`src/rtl/sram_col_access_ctrl.sv`:
```
// Access sequencer for a row x column-muxed SRAM array: precharge, then wordline plus column
// select (with sense on reads), then a one-cycle response. Every array-side output is registered.
module sram_col_access_ctrl #(
  parameter int ROW_BITS = 6,
  parameter int COL_BITS = 2,
  parameter int DATA_W   = 32,
  parameter int PRE_CYC  = 1,
  parameter int WL_CYC   = 2
) (
  input  logic                         clk,
  input  logic                         rst_n,
  input  logic                         req_valid,
  output logic                         req_ready,
  input  logic                         req_we,
  input  logic [ROW_BITS+COL_BITS-1:0] req_addr,
  input  logic [DATA_W-1:0]            req_wdata,
  output logic                         rsp_valid,
  output logic                         rsp_we,
  output logic [DATA_W-1:0]            rsp_rdata,
  output logic                         precharge_en,
  output logic [2**ROW_BITS-1:0]       wl_sel,
  output logic [2**COL_BITS-1:0]       col_sel,
  output logic                         write_en,
  output logic                         sense_en,
  output logic [DATA_W-1:0]            bl_wdata,
  input  logic [DATA_W-1:0]            bl_rdata
);

  localparam int AW    = ROW_BITS + COL_BITS;
  localparam int CMAX  = (PRE_CYC > WL_CYC) ? PRE_CYC : WL_CYC;
  localparam int CNT_W = (CMAX > 1) ? $clog2(CMAX) : 1;

  typedef enum logic [1:0] {IDLE, PRECH, WL, RESP} state_t;

  state_t                 state_q, state_d;
  logic [CNT_W-1:0]       cnt_q, cnt_d;
  logic                   we_q, we_d;
  logic [AW-1:0]          addr_q, addr_d;
  logic [DATA_W-1:0]      wdata_q, wdata_d;
  logic                   pre_q, pre_d;
  logic [2**ROW_BITS-1:0] wl_q, wl_d;
  logic [2**COL_BITS-1:0] col_q, col_d;
  logic                   wen_q, wen_d;
  logic                   sen_q, sen_d;
  logic [DATA_W-1:0]      blw_q, blw_d;
  logic                   rv_q, rv_d;
  logic                   rwe_q, rwe_d;
  logic [DATA_W-1:0]      rdata_q, rdata_d;

  always_comb begin
    state_d = state_q;
    cnt_d   = cnt_q;
    we_d    = we_q;
    addr_d  = addr_q;
    wdata_d = wdata_q;
    rwe_d   = rwe_q;
    rdata_d = rdata_q;
    case (state_q)
      IDLE: begin
        if (req_valid) begin
          state_d = PRECH;
          cnt_d   = '0;
          we_d    = req_we;
          addr_d  = req_addr;
          wdata_d = req_wdata;
        end
      end
      PRECH: begin
        if (cnt_q == CNT_W'(PRE_CYC - 1)) begin
          state_d = WL;
          cnt_d   = '0;
        end else begin
          cnt_d = cnt_q + 1'b1;
        end
      end
      WL: begin
        if (cnt_q == CNT_W'(WL_CYC - 1)) begin
          state_d = RESP;
          cnt_d   = '0;
          rwe_d   = we_q;
          rdata_d = we_q ? '0 : bl_rdata;
        end else begin
          cnt_d = cnt_q + 1'b1;
        end
      end
      RESP:    state_d = IDLE;
      default: state_d = IDLE;
    endcase

    // Outputs are decoded from the next state so they change on the same edge as the state.
    pre_d = (state_d == PRECH);
    wl_d  = '0;
    col_d = '0;
    sen_d = 1'b0;
    blw_d = '0;
    if (state_d == WL) begin
      wl_d[addr_q[AW-1:COL_BITS]]  = 1'b1;
      col_d[addr_q[COL_BITS-1:0]] = 1'b1;
      blw_d = we_q ? wdata_q : '0;
      sen_d = !we_q && (cnt_d == CNT_W'(WL_CYC - 1));
    end
    // write_en lingers through RESP so that it only ever falls while col_sel is already 0.
    wen_d = we_q && ((state_d == WL) || (state_d == RESP));
    rv_d  = (state_d == RESP);
  end

  always_ff @(posedge clk or negedge rst_n) begin
    if (!rst_n) begin
      state_q <= IDLE;
      cnt_q   <= '0;
      we_q    <= 1'b0;
      addr_q  <= '0;
      wdata_q <= '0;
      pre_q   <= 1'b0;
      wl_q    <= '0;
      col_q   <= '0;
      wen_q   <= 1'b0;
      sen_q   <= 1'b0;
      blw_q   <= '0;
      rv_q    <= 1'b0;
      rwe_q   <= 1'b0;
      rdata_q <= '0;
    end else begin
      state_q <= state_d;
      cnt_q   <= cnt_d;
      we_q    <= we_d;
      addr_q  <= addr_d;
      wdata_q <= wdata_d;
      pre_q   <= pre_d;
      wl_q    <= wl_d;
      col_q   <= col_d;
      wen_q   <= wen_d;
      sen_q   <= sen_d;
      blw_q   <= blw_d;
      rv_q    <= rv_d;
      rwe_q   <= rwe_d;
      rdata_q <= rdata_d;
    end
  end

  assign req_ready    = (state_q == IDLE);
  assign precharge_en = pre_q;
  assign wl_sel       = wl_q;
  assign col_sel      = col_q;
  assign write_en     = wen_q;
  assign sense_en     = sen_q;
  assign bl_wdata     = blw_q;
  assign rsp_valid    = rv_q;
  assign rsp_we       = rwe_q;
  assign rsp_rdata    = rdata_q;

endmodule
```
`config.mk`:
```
export PLATFORM = sky130hd
export DESIGN_NAME = sram_col_access_ctrl
export DESIGN_NICKNAME = d
export VERILOG_FILES = /design/src/rtl/sram_col_access_ctrl.sv
export SDC_FILE = /design/constraint.sdc
export NUM_CORES = 1
export LEC_CHECK = 0
export CORE_ASPECT_RATIO = 0.7
export CORE_MARGIN = 4
export CORE_UTILIZATION = 50
export CTS_CLUSTER_SIZE = 8
export DETAILED_ROUTE_END_ITERATION = 8
export PLACE_DENSITY = 0.85
export SLEW_MARGIN = 30
export SYNTH_ARGS = -nofsm -noshare
export SYNTH_HDL_FRONTEND = slang
export SYNTH_SLANG_ARGS = --single-unit
```
`constraint.sdc`:
```
create_clock -name clk -period 2.9 [get_ports clk]
set_input_delay 0.58 -clock clk [delete_from_list [all_inputs] [get_ports clk]]
set_output_delay 0.58 -clock clk [all_outputs]
set_load 0.02 [all_outputs]
```
-- Word level (Yosys, flattened, before mapping)
Cells that the tools add are included.
W data, S select, Z words.
- bits in registers: 181
- input port bits: 76
- output and inout port bits: 138
- logic and storage cells: 52
- $add $sub $neg: 1
- magnitude comparators: 4
- eq/ne operators: 6
- mux-type cells: 18
- reduce and logical (&&, ||, !) cells: 9
- operators by type and width (kind ; number):
    $mux W32 ; 3
    $mux W64 ; 1
    $eq A2 B2 Y1 const B ; 4
    $pmux W2 S4 ; 1
    $lt A6 B7 Y1 const B ; 1
    $demux W1 S6 ; 1
    $ge A6 B1 Y1 const B ; 1
    $mux W1 ; 6
    $mux W2 ; 3
    $eq A2 B1 Y1 const B ; 2
    $logic_and A1 B1 Y1 ; 4
    $mux W4 ; 1
    $reduce_and A2 Y1 ; 2
    $lt A2 B3 Y1 const B ; 1
    $pmux W1 S3 ; 1
    $demux W1 S2 ; 1
    $ge A2 B1 Y1 const B ; 1
    $logic_not A2 Y1 ; 1
    $add A1 B1 Y1 const B ; 1
    $logic_not A1 Y1 ; 1
    $logic_or A1 B1 Y1 ; 1

-- Depth between registers and ports, before layout
- depth after elaboration: 5
- mapped depth: 5
- mapped depth without buffers: 2

-- Worst setup path before layout
No wires, ideal clock.
- path kind: in2reg
- from: in req_valid
- to: reg addr_q[7]
- setup time: 0.125 ns
- arrival time: 1.339 ns
- required time: 2.775 ns
- path slack: 1.437 ns
- stages on the path: 3
- buffers on the path: 1
- cells stage by stage: nor3b_4 > buf_4 > mux2_2
- longest elaborated chain between the ends: 1
- RTL lines (element ; line ; text):
    start: declaration ; 12 ; input logic req_valid,
    $reduce_and A2 Y1 (no source line) ; - ;
    end signal: assignment ; 127 ; addr_q <= addr_d;
    end: declaration ; 38 ; logic [AW-1:0] addr_q, addr_d;
Every way passes these cells.
A chain may end at the register's enable or synchronous reset.

-- Final worst setup path
- from: reg state_q[1]
- to: out req_ready
- longest elaborated chain between the ends: 1
- RTL lines (element ; line ; text):
    start: declaration ; 35 ; state_t state_q, state_d;
    start signal: assignment ; 124 ; state_q <= state_d;
    $logic_not A2 Y1 ; 141 ; assign req_ready = (state_q == IDLE);
    end: declaration ; 13 ; output logic req_ready,
Every way passes these cells.

==> flow_summary_export.csv <==
group,metric,value,unit
status,status,"finished, final reports clean",
floorplan,core,0.0133,sq mm
routing,vias,4361,
layout,syn_to_final_growth,41.1,%
setup_path,cp_data_required_time,2.32,ns
layout,fin_cells,859,
cts,cts_tree,"built",
synth,netlist_area,0.00682,sq mm
floorplan,die-area,0.0156,sq mm
cts,clock_path_buffers,2,
sta,period_needed,2.34,ns
synth,ys_ff_latch,181,
sta,hold_viol_final,0,
place,dp_hpwl,11.0,mm
synth,synth.distinct_cells,36,
cts,cts_resized,0,
setup_path,path_class,"register to output port",
synth,synth_edf_count,0,
synth,avgSynthCellArea,14.7,sq um
global_route,antenna_found_initial,0,
routing,drt_iter0_drc,132,
worst_hold_path,hold_class,"input pin to asynchronous set/reset pin",
routing,wirelength,16.0,mm
setup_path,cp.buffers_inverters,1,
layout,finalCoreUtilization,0.726,
routing,postRouteAntennaNets,0,
setup_path,endpoint_kind,"output port",
cts,clk_latency,0.42,ns
layout,drive_gt1_frac,0.215,
place,placed_cell_area,0.00904,sq mm
sta,fmax,0.428,GHz
sta,worst_pin_slew,0.837,ns
setup_path,critPathMaxStageDelay,0.63,ns
place,port_buffers,213,
sta,final.period_utilization,0.806,
global_route,grt_remaining_overflow,0,
place,dp_cells,828,
sta,setup_violations,0,
cts,cts_max_level,4,
pwr,p_per_area,1020,mW/mm^2
layout,stdcell_area,0.00963,sq mm
sta,final-max-slew-violation-count,0,
setup_path,cp-start-kind,"register",
setup_path,reg2reg_depth,3,
cts,clkTransAtPathRegs,0.07,ns
cts,clock_sinks,181,
floorplan,start_util,0.514,
setup_path,crit_family,"buffers and inverters",
synth,synthFlopType,"dfrtp_1",
setup_path,r2r-start,"cnt_q$_DFF_PN0_",
setup_path,cp_slowest_cell,"clkdlybuf4s50_1",
global_route,grt_usage,0.211,
setup_path,cp_data_arrival_time,1.76,ns
global_route,grt_pass1_wl,25.7,mm
synth,yosysSeqAreaShare,0.664,
place,place_congestion,0.813,
synth,async_flop_share,1.00,
global_route,grt_max_degree,68,
setup_path,reg2reg_slack,1.00,ns
routing,avgRoutedWirePerCell,18.6,microns
floorplan,boundaryPins,214,
sta,relSlewSlack,0.442,
cts,holdBufCountCts,0,
routing,drc,0,
floorplan,rows,35,
cts,post_cts_buffers,0,
pwr,peakVddDrop,708,uV
routing,first_pass_iters,4,
sta,fin_worst_skew,0.0108,ns
setup_path,path_max_fanout,12,
synth,synthCells,465,
flow_run,drv_cap,0,
setup_path,rr_endpoint,"rsp_rdata[7]$_DFFE_PN0P_",
sta,setup_ws,0.564,ns
synth,synth_warnings,0,
pwr,power_leakage,4.23,nW
setup_path,crit_path_cell_trace,"nor2_1 -> clkdlybuf4s50_1",
cts,cts_root_buf,"clkbuf_16",
floorplan,dieHeight,106,microns
place,pre_cts_ws,0.605,ns
floorplan,die_w,148,microns
sta,rsz0062_at_grt,"false",
global_route,grt_pass1_vias,4721,
sta,tns,0,ns
layout,final_net_count,738,
routing,routed_via_density,5.08,
layout,fill_cells,867,
layout,diodes,0,
cts,cts_buffers,17,
synth,synth_nets,541,
## worst max path at each step
stage / start / end / slack, ns / depth (start not counted)
global route: state_q[0]$_DFF_PN0_ / req_ready / 0.46 / 2
global placement: req_valid / wdata_q[12]$_DFFE_PN0P_ / 0.67 / 4
finish: state_q[1]$_DFF_PN0_ / req_ready / 0.56 / 2
detailed placement: req_valid / wdata_q[11]$_DFFE_PN0P_ / 0.60 / 4
floorplan: req_valid / addr_q[7]$_DFFE_PN0P_ / 1.44 / 3
CTS: state_q[1]$_DFF_PN0_ / req_ready / 0.54 / 2
## Yosys cell counts (5+ instances only)
cell      count  area share
nor2b_1      16       0.015
buf_4         8      0.0088
clkbuf_1     12      0.0066
mux2_1        5      0.0083
or3b_2        5      0.0064
nor3_1       38       0.028
dfrtp_1     181        0.66
nor3_2       27       0.040
buf_6         7       0.012
and2b_1      17       0.019
mux2_2       69        0.11
buf_2        13      0.0095
and3_1       31       0.028
## layout by cell type (no fill, tap or decap), types with 2 or more instances in the layout
cell,count
or3b_2,5
mux2_2,69
nor2_1,2
or4b_1,3
inv_8,5
buf_12,3
clkinv_4,2
buf_4,5
clkbuf_16,17
nor3_1,38
clkdlybuf4s50_1,212
nand2b_1,2
clkinv_8,4
nor4b_1,2
nor2b_1,16
a21boi_0,2
and4b_1,2
mux2_1,5
nand3b_1,3
and2b_1,17
dfrtp_1,181
and3_1,31
inv_6,2
nand4bb_1,3
nor3_2,27
## worst reg2reg max path, cell delays in order, from the launching register on
cell     delay, ns
dfrtp_1       0.73
and3b_1       0.24
buf_4         0.40
mux2_2        0.42
## metrics by stage
stage	power, mW	hold WS [ns]
2_1_floorplan	6.14	0.284
3_3_place_gp	7.44	0.459
3_5_place_dp	7.61	0.468
4_1_cts	9.89	0.0889
5_1_grt	10.3	0.119
6_report	9.81	0.0895
## final cells by class
cell class / count / area, sq um / share of cell area
Clock buffer: 17 / 425 / 0.0442
Clock inverter: 14 / 164 / 0.0170
Inverter: 1 / 3.75 / 0.000390
Multi-Input combinational cell: 240 / 2040 / 0.212
Sequential cell: 181 / 4530 / 0.470
Tap cell: 185 / 231 / 0.0240
Timing Repair Buffer: 221 / 2230 / 0.232
## kinds of logic (layout without fill, tap and decap cells)
group / Yosys count / after routing / share of synthesized area
simple gates: 159 / 159 / 0.167
compound gates: 4 / 4 / 0.00422
buf+inv: 44 / 253 / 0.0387
xor+xnor: 2 / 2 / 0.00257
mux: 75 / 75 / 0.124
flops: 181 / 181 / 0.664
## report_power, final
part           leakage [nW]  switching, mW  internal [mW]
registers              2.38          0.488           3.28
logic                  1.57           2.04           1.76
clock network         0.285           1.09           1.16
## registers in the layout, indices dropped and copies added (netlist names)
| name | cells |
|---|---|
| we_q | 1 |
| precharge_en | 1 |
| cnt_q | 1 |
| addr_q | 8 |
| state_q | 2 |
| wl_sel | 64 |
| rsp_valid | 1 |
| wdata_q | 32 |
| rsp_we | 1 |
| col_sel | 4 |
| rsp_rdata | 32 |
| sense_en | 1 |
| bl_wdata | 32 |
| write_en | 1 |
## metal layers
layer,vias to the layer above,share of wire,global-route usage
li1,1999,-,-
met1,2186,0.41,0.271
met2,163,0.49,0.343
met3,13,0.085,0.0700
met4,0,0.0093,0.0618
met5,-,0,0
Power figures use the tool's default switching activity.
